File: src/rtl/uart_pkg.sv
// Shared UART constants, FSM state encodings and the parity helper used by TX and RX.
// Pure declarations: no latency and no backpressure of its own.
package uart_pkg;

  localparam int PARITY_NONE = 0;
  localparam int PARITY_ODD  = 1;
  localparam int PARITY_EVEN = 2;

  typedef enum logic [2:0] {
    TX_IDLE,
    TX_START,
    TX_DATA,
    TX_PARITY,
    TX_STOP
  } tx_state_t;

  typedef enum logic [2:0] {
    RX_IDLE,
    RX_START,
    RX_DATA,
    RX_PARITY,
    RX_STOP,
    RX_WAIT_HIGH
  } rx_state_t;

  // Parity bit over the low nbits of data; odd mode makes data+parity carry an odd count of ones.
  function automatic logic calc_parity(input logic [8:0] data, input int nbits, input int mode);
    logic x;
    x = 1'b0;
    for (int i = 0; i < 9; i++) begin
      if (i < nbits) x = x ^ data[i];
    end
    return (mode == PARITY_ODD) ? ~x : x;
  endfunction

endpackage

File: src/rtl/uart_rx.sv
// UART receiver: 2-flop rxd synchroniser, mid-bit sampling FSM, held output register.
// Result one cycle after the mid-stop sample; held until rx_ready, a frame arriving meanwhile is dropped and flagged.
module uart_rx
  import uart_pkg::*;
#(
  parameter int CLKS_PER_BIT = 16,
  parameter int DATA_BITS    = 8,
  parameter int PARITY       = PARITY_NONE
) (
  input  logic                 clk,
  input  logic                 reset,
  input  logic                 rxd,
  input  logic                 rx_ready,
  output logic [DATA_BITS-1:0] rx_data,
  output logic                 rx_valid,
  output logic                 rx_frame_err,
  output logic                 rx_parity_err,
  output logic                 rx_overrun
);

  localparam int CW = $clog2(CLKS_PER_BIT);
  localparam int IW = $clog2(DATA_BITS + 1);
  localparam logic [CW-1:0] BIT_LAST  = CW'(CLKS_PER_BIT - 1);
  localparam logic [CW-1:0] HALF_LAST = CW'(CLKS_PER_BIT / 2 - 1);
  localparam logic [IW-1:0] DATA_LAST = IW'(DATA_BITS - 1);
  localparam bit            HAS_PAR   = (PARITY != PARITY_NONE);

  logic                 r_sync1;
  logic                 r_sync2;
  rx_state_t            r_rx_state;
  logic [CW-1:0]        r_rx_cnt;
  logic [IW-1:0]        r_rx_idx;
  logic [DATA_BITS-1:0] r_rx_shift;
  logic                 r_par_err;
  logic [DATA_BITS-1:0] r_rx_data;
  logic                 r_rx_valid;
  logic                 r_ferr;
  logic                 r_perr;
  logic                 r_ovr;
  logic                 w_rxs;
  logic                 w_done;

  // Preset high so reset never looks like a start edge.
  always_ff @(posedge clk or posedge reset) begin
    if (reset) begin
      r_sync1 <= 1'b1;
      r_sync2 <= 1'b1;
    end else begin
      r_sync1 <= rxd;
      r_sync2 <= r_sync1;
    end
  end

  assign w_rxs  = r_sync2;
  assign w_done = (r_rx_state == RX_STOP) && (r_rx_cnt == '0);

  always_ff @(posedge clk or posedge reset) begin
    if (reset) begin
      r_rx_state <= RX_IDLE;
      r_rx_cnt   <= '0;
      r_rx_idx   <= '0;
      r_rx_shift <= '0;
      r_par_err  <= 1'b0;
    end else begin
      case (r_rx_state)
        RX_IDLE: begin
          if (!w_rxs) begin
            r_rx_cnt   <= HALF_LAST;
            r_par_err  <= 1'b0;
            r_rx_state <= RX_START;
          end
        end
        RX_START: begin
          if (r_rx_cnt != '0) begin
            r_rx_cnt <= r_rx_cnt - 1'b1;
          end else if (w_rxs) begin
            r_rx_state <= RX_IDLE;
          end else begin
            r_rx_cnt   <= BIT_LAST;
            r_rx_idx   <= '0;
            r_rx_state <= RX_DATA;
          end
        end
        RX_DATA: begin
          if (r_rx_cnt != '0) begin
            r_rx_cnt <= r_rx_cnt - 1'b1;
          end else begin
            r_rx_shift <= {w_rxs, r_rx_shift[DATA_BITS-1:1]};
            r_rx_cnt   <= BIT_LAST;
            if (r_rx_idx == DATA_LAST) r_rx_state <= HAS_PAR ? RX_PARITY : RX_STOP;
            else                       r_rx_idx   <= r_rx_idx + 1'b1;
          end
        end
        RX_PARITY: begin
          if (r_rx_cnt != '0) begin
            r_rx_cnt <= r_rx_cnt - 1'b1;
          end else begin
            r_par_err  <= (w_rxs != calc_parity(9'(r_rx_shift), DATA_BITS, PARITY));
            r_rx_cnt   <= BIT_LAST;
            r_rx_state <= RX_STOP;
          end
        end
        RX_STOP: begin
          if (r_rx_cnt != '0) r_rx_cnt   <= r_rx_cnt - 1'b1;
          else                r_rx_state <= w_rxs ? RX_IDLE : RX_WAIT_HIGH;
        end
        RX_WAIT_HIGH: begin
          if (w_rxs) r_rx_state <= RX_IDLE;
        end
        default: r_rx_state <= RX_IDLE;
      endcase
    end
  end

  // A completing frame may overwrite only if the slot is empty or being drained this cycle.
  always_ff @(posedge clk or posedge reset) begin
    if (reset) begin
      r_rx_data  <= '0;
      r_rx_valid <= 1'b0;
      r_ferr     <= 1'b0;
      r_perr     <= 1'b0;
      r_ovr      <= 1'b0;
    end else begin
      r_ovr <= 1'b0;
      if (w_done && (!r_rx_valid || rx_ready)) begin
        r_rx_data  <= r_rx_shift;
        r_ferr     <= ~w_rxs;
        r_perr     <= r_par_err;
        r_rx_valid <= 1'b1;
      end else if (w_done) begin
        r_ovr <= 1'b1;
      end else if (r_rx_valid && rx_ready) begin
        r_rx_valid <= 1'b0;
      end
    end
  end

  assign rx_data       = r_rx_data;
  assign rx_valid      = r_rx_valid;
  assign rx_frame_err  = r_ferr;
  assign rx_parity_err = r_perr;
  assign rx_overrun    = r_ovr;

endmodule

File: src/rtl/uart_core.sv
// Full-duplex UART: inline TX FSM plus uart_rx; TX line goes low the cycle after accept.
// tx_ready stays low for the whole frame, tx_valid meanwhile is ignored; RX holds rx_valid until rx_ready.
module uart_core
  import uart_pkg::*;
#(
  parameter int CLKS_PER_BIT = 16,
  parameter int DATA_BITS    = 8,
  parameter int PARITY       = PARITY_NONE,
  parameter int STOP_BITS    = 1
) (
  input  logic                 clk,
  input  logic                 reset,
  input  logic [DATA_BITS-1:0] tx_data,
  input  logic                 tx_valid,
  output logic                 tx_ready,
  output logic                 txd,
  input  logic                 rxd,
  output logic [DATA_BITS-1:0] rx_data,
  output logic                 rx_valid,
  input  logic                 rx_ready,
  output logic                 rx_frame_err,
  output logic                 rx_parity_err,
  output logic                 rx_overrun
);

  localparam int CW = $clog2(CLKS_PER_BIT);
  localparam int IW = $clog2(DATA_BITS + 1);
  localparam logic [CW-1:0] BIT_LAST  = CW'(CLKS_PER_BIT - 1);
  localparam logic [IW-1:0] DATA_LAST = IW'(DATA_BITS - 1);
  localparam logic [IW-1:0] STOP_LAST = IW'(STOP_BITS - 1);
  localparam bit            HAS_PAR   = (PARITY != PARITY_NONE);

  tx_state_t            r_tx_state;
  logic [CW-1:0]        r_tx_cnt;
  logic [IW-1:0]        r_tx_idx;
  logic [DATA_BITS-1:0] r_tx_shift;
  logic                 r_tx_par;
  logic                 r_txd;
  logic                 r_tx_ready;

  // Every state dwells CLKS_PER_BIT cycles; STOP repeats that STOP_BITS times via r_tx_idx.
  always_ff @(posedge clk or posedge reset) begin
    if (reset) begin
      r_tx_state <= TX_IDLE;
      r_tx_cnt   <= '0;
      r_tx_idx   <= '0;
      r_tx_shift <= '0;
      r_tx_par   <= 1'b0;
      r_txd      <= 1'b1;
      r_tx_ready <= 1'b1;
    end else begin
      case (r_tx_state)
        TX_IDLE: begin
          if (tx_valid && r_tx_ready) begin
            r_tx_shift <= tx_data;
            r_tx_par   <= calc_parity(9'(tx_data), DATA_BITS, PARITY);
            r_txd      <= 1'b0;
            r_tx_ready <= 1'b0;
            r_tx_cnt   <= BIT_LAST;
            r_tx_state <= TX_START;
          end
        end
        TX_START: begin
          if (r_tx_cnt != '0) begin
            r_tx_cnt <= r_tx_cnt - 1'b1;
          end else begin
            r_txd      <= r_tx_shift[0];
            r_tx_shift <= r_tx_shift >> 1;
            r_tx_idx   <= '0;
            r_tx_cnt   <= BIT_LAST;
            r_tx_state <= TX_DATA;
          end
        end
        TX_DATA: begin
          if (r_tx_cnt != '0) begin
            r_tx_cnt <= r_tx_cnt - 1'b1;
          end else begin
            r_tx_cnt <= BIT_LAST;
            if (r_tx_idx != DATA_LAST) begin
              r_txd      <= r_tx_shift[0];
              r_tx_shift <= r_tx_shift >> 1;
              r_tx_idx   <= r_tx_idx + 1'b1;
            end else if (HAS_PAR) begin
              r_txd      <= r_tx_par;
              r_tx_state <= TX_PARITY;
            end else begin
              r_txd      <= 1'b1;
              r_tx_idx   <= '0;
              r_tx_state <= TX_STOP;
            end
          end
        end
        TX_PARITY: begin
          if (r_tx_cnt != '0) begin
            r_tx_cnt <= r_tx_cnt - 1'b1;
          end else begin
            r_txd      <= 1'b1;
            r_tx_idx   <= '0;
            r_tx_cnt   <= BIT_LAST;
            r_tx_state <= TX_STOP;
          end
        end
        TX_STOP: begin
          if (r_tx_cnt != '0) begin
            r_tx_cnt <= r_tx_cnt - 1'b1;
          end else if (r_tx_idx == STOP_LAST) begin
            r_tx_ready <= 1'b1;
            r_tx_state <= TX_IDLE;
          end else begin
            r_tx_idx <= r_tx_idx + 1'b1;
            r_tx_cnt <= BIT_LAST;
          end
        end
        default: r_tx_state <= TX_IDLE;
      endcase
    end
  end

  assign txd      = r_txd;
  assign tx_ready = r_tx_ready;

  uart_rx #(
    .CLKS_PER_BIT (CLKS_PER_BIT),
    .DATA_BITS    (DATA_BITS),
    .PARITY       (PARITY)
  ) u_rx (
    .clk           (clk),
    .reset         (reset),
    .rxd           (rxd),
    .rx_ready      (rx_ready),
    .rx_data       (rx_data),
    .rx_valid      (rx_valid),
    .rx_frame_err  (rx_frame_err),
    .rx_parity_err (rx_parity_err),
    .rx_overrun    (rx_overrun)
  );

endmodule
File: config.mk
export PLATFORM = sky130hd
export DESIGN_NAME = uart_core
export DESIGN_NICKNAME = d
export VERILOG_FILES = /design/src/rtl/uart_pkg.sv /design/src/rtl/uart_rx.sv /design/src/rtl/uart_core.sv
export SDC_FILE = /design/constraint.sdc
export NUM_CORES = 1
export LEC_CHECK = 0
export CAP_MARGIN = 0
export CORE_ASPECT_RATIO = 1.25
export CORE_MARGIN = 3
export CORE_UTILIZATION = 50
export CTS_CLUSTER_DIAMETER = 50
export CTS_CLUSTER_SIZE = 28
export DETAILED_ROUTE_END_ITERATION = 10
export GPL_ROUTABILITY_DRIVEN = 1
export GPL_TIMING_DRIVEN = 0
export PLACE_DENSITY_LB_ADDON = 0.05
export SLEW_MARGIN = 10
export SYNTH_ARGS = -nofsm -noshare
export SYNTH_HDL_FRONTEND = slang
export SYNTH_SLANG_ARGS = --single-unit
export TNS_END_PERCENT = 10
File: constraint.sdc
create_clock -name clk -period 2.4 [get_ports clk]
set_input_delay 0.24 -clock clk [delete_from_list [all_inputs] [get_ports clk]]
set_output_delay 0.24 -clock clk [all_outputs]
set_load 0.03 [all_outputs]
==> results.sh <==
export IMPL_status="complete, no violations"
export IMPL_regArea_sq_um=1380
export IMPL_totalWireLength_mm=5.10
export IMPL_critical_path_buf_inv_count=1
export IMPL_numPlacedInstances=350
export IMPL_cts_resized=0
export IMPL_powerDensity_nw_per_um2=714
export IMPL_portBuffers=26
export IMPL_cts_made_buffers=5
export IMPL_grt_usage_pct=16.6
export IMPL_dr_pass1_iters=4
export IMPL_stdcell_count=358
export IMPL_async_flop_share_pct=100
export IMPL_drt_iter0_drc=69
export IMPL_clock_skew_ps=6.23
export IMPL_grt_max_degree=39
export IMPL_via_count=2052
export IMPL_core_area_sq_um=5480
export IMPL_required_ps=2600
export IMPL_grt_pass1_wl_mm=8.91
export IMPL_grt_remaining_overflow=0
export IMPL_drc=0
export IMPL_syn_inst=259
export IMPL_die_area_sq_um=6690
export IMPL_max_stage_delay_ps=430
export IMPL_min_period_ps=2240
export IMPL_crit_slowest_cell="dfrtp_1"
export IMPL_yosysUniqueCellTypes=55
export IMPL_power_leakage_nw=1.44
export IMPL_setup_violations=0
export IMPL_fin_nets=311
export IMPL_drv_cap=0
export IMPL_hold_buffers=0
export IMPL_ys_seq_area_share_pct=48.2
export IMPL_yosys_most_used_dff="dfrtp_1"
export IMPL_ys_ff_latch=55
export IMPL_cp_arrival_ps=2440
export IMPL_antenna_found_initial=0
export IMPL_grt_pass1_vias=1988
export IMPL_htree_num_levels=2
export IMPL_slew_viol_final=0
export IMPL_cts_setup_buffers=0
export IMPL_multi_input_area_sq_um=1390
export IMPL_cts_root_buf="clkbuf_8"
export IMPL_crit_family="simple AND/OR/NAND/NOR gates"
export IMPL_slew_limit_headroom_pct=56.2
export IMPL_worst_slew_pin_slew_ps=655
export IMPL_rsz0062_at_grt="false"
export IMPL_place_hpwl_mm=3.60
export IMPL_cts_tree="built"
export IMPL_nFillCells=465
export IMPL_cts_sinks=55
export IMPL_path_cells="inv_1 -> ha_1 -> nor3b_4 -> nand4b_1 -> a31oi_4 -> mux2_2"
export IMPL_gp_congestion=0.819
export IMPL_hp_class="in -> async"
export IMPL_antenna_left=0
export IMPL_pin_count=27
export IMPL_diodes=0
export IMPL_synth_area_sq_um=2870
export IMPL_die_w_um=73.7
export IMPL_areaGrowthSynthToFinish_pct=16.1
export IMPL_clockBufferDepth=2
export IMPL_num_rows=30
export IMPL_worst_path_max_fanout=10
export IMPL_synth_edff_count=0
export IMPL_worst_setup_path_start_kind="register"
export IMPL_hold_viol_final=0
export IMPL_finalSetupTns_ps=0
export IMPL_syn_nets=277
export IMPL_clk_latency_ps=310
export IMPL_die_y_um=90.7
export IMPL_irDropWorstVdd_mv=0.405
export IMPL_endpoint_kind="register"
export IMPL_fmax_ghz=0.446
export IMPL_final_layout_size_suffix_gt1_share_pct=21.4
export IMPL_worstSetupPathType="reg -> reg"
export IMPL_fin_crit_sh_pct=93.4
export IMPL_initial_core_util_pct=52.3
export IMPL_yosysWarnings=0
export IMPL_viasPerCell=5.73
export IMPL_wire_per_inst_um=14.3
export IMPL_clk_pin_slew_ps=100
export IMPL_synth_avg_cell_area_sq_um=11.1
==> placed cells by master (no fill, tap or decap), types with 2 or more instances in the layout <==
master / instances
mux2_2: 36
o31a_1: 2
inv_1: 12
clkbuf_8: 5
o311ai_0: 2
a31oi_1: 4
mux2i_1: 2
o21ai_0: 15
buf_2: 5
nand3_1: 6
nand2b_1: 3
nand2_1: 15
clkbuf_1: 7
nand3b_1: 2
a21oi_1: 9
and2_1: 2
nor2b_1: 6
a21o_1: 3
o41ai_1: 2
clkdlybuf4s50_1: 26
a311oi_1: 2
xnor2_1: 10
dfstp_2: 4
a22o_1: 2
ha_1: 5
nor3b_4: 2
dfrtp_1: 51
nor2_1: 10
nor3_1: 11
==> where the power goes <==
part           switching (mW)  leakage (nW)  internal, mW  total [mW]
sequential              0.116         0.702          1.04        1.16
combinational           0.341         0.692         0.341       0.681
clock                   0.321        0.0467         0.217       0.538
total                   0.777          1.44          1.60        2.38
==> flip-flops by register name (all words and copies together), names as in the netlist, 4 cells and up <==
name / count
r_tx_shift: 8
r_tx_idx: 4
u_rx.rx_data: 8
u_rx.r_rx_idx: 4
u_rx.r_rx_shift: 8
r_tx_cnt: 4
u_rx.r_rx_cnt: 4
==> cells by family (layout without fill, tap and decap cells) <==
kind of cell | after synthesis | count (layout) | synth area share [%]
AO/OA/AOI/OAI | 57 | 57 | 14.2
XOR/XNOR | 12 | 12 | 4.14
adder cells (fa/ha/maj) | 5 | 5 | 2.18
buffers and inverters | 25 | 60 | 3.49
flip-flops | 55 | 55 | 48.2
multiplexers | 38 | 38 | 14.8
AND/OR/NAND/NOR | 67 | 67 | 13.0
==> Yosys cell counts, drive strengths merged, types with 3 or more instances <==
| library cell | n | area, sq um |
|---|---|---|
| a21o | 3 | 22.5 |
| a21oi | 9 | 45.0 |
| a31oi | 5 | 46.3 |
| buf | 5 | 25.0 |
| clkbuf | 7 | 26.3 |
| dfrtp | 51 | 1280 |
| dfstp | 4 | 105 |
| ha | 5 | 62.6 |
| inv | 13 | 48.8 |
| mux2 | 36 | 405 |
| nand2 | 15 | 56.3 |
| nand2b | 3 | 18.8 |
| nand3 | 6 | 30.0 |
| nor2 | 10 | 37.5 |
| nor2b | 6 | 37.5 |
| nor3 | 11 | 55.1 |
| nor3b | 4 | 51.3 |
| o21ai | 15 | 75.1 |
| xnor2 | 10 | 87.6 |
==> final cells by class <==
class,count,share of cell area (%)
multi-input cells,179,41.8
plain buffers,12,1.54
inverters,13,1.47
clock buffers,5,2.07
well taps,64,2.40
flip-flops and latches,55,41.5
repair buffers,27,8.41
clock inverters,3,0.826
==> final timing paths <==
| check | to | from | depth (start not counted) | slack [ps] |
|---|---|---|---|---|
| worst max-delay path | r_tx_shift[3] | r_tx_cnt[0] | 6 | 160 |
| max in group asynchronous | u_rx.r_sync1 | reset | 3 | 1580 |
| min in group clk | u_rx.r_sync1 | rxd | 1 | 320 |
| worst min register to register | u_rx.r_sync2 | u_rx.r_sync1 | 0 | 360 |
| worst max register to register | r_tx_shift[3] | r_tx_cnt[0] | 6 | 160 |
| worst min-delay path | r_tx_state[2] | reset | 2 | 230 |
==> metal layers <==
metal / vias to the layer above / GRT usage [%] / share of wire [%]
met5: - / 0 / 0
met4: 0 / 5.44 / 1.7
met1: 1004 / 21.8 / 46
met3: 7 / 3.01 / 3.0
li1: 1009 / - / -
met2: 32 / 27.1 / 50
==> per-stage QoR <==
stage	cell area (sq um)	worst slack, ps	total power, mW	util [%]	hold slack (ps)
3_3_place_gp	3210	-237	1.83	58.5	345
5_1_grt	3330	8.57	2.56	60.8	254
2_1_floorplan	2870	466	1.69	-	244
6_report	3330	159	2.38	60.8	230
4_1_cts	3320	128	2.40	60.7	234
3_5_place_dp	3230	151	1.85	58.9	348
Power figures use the tool's default switching activity.
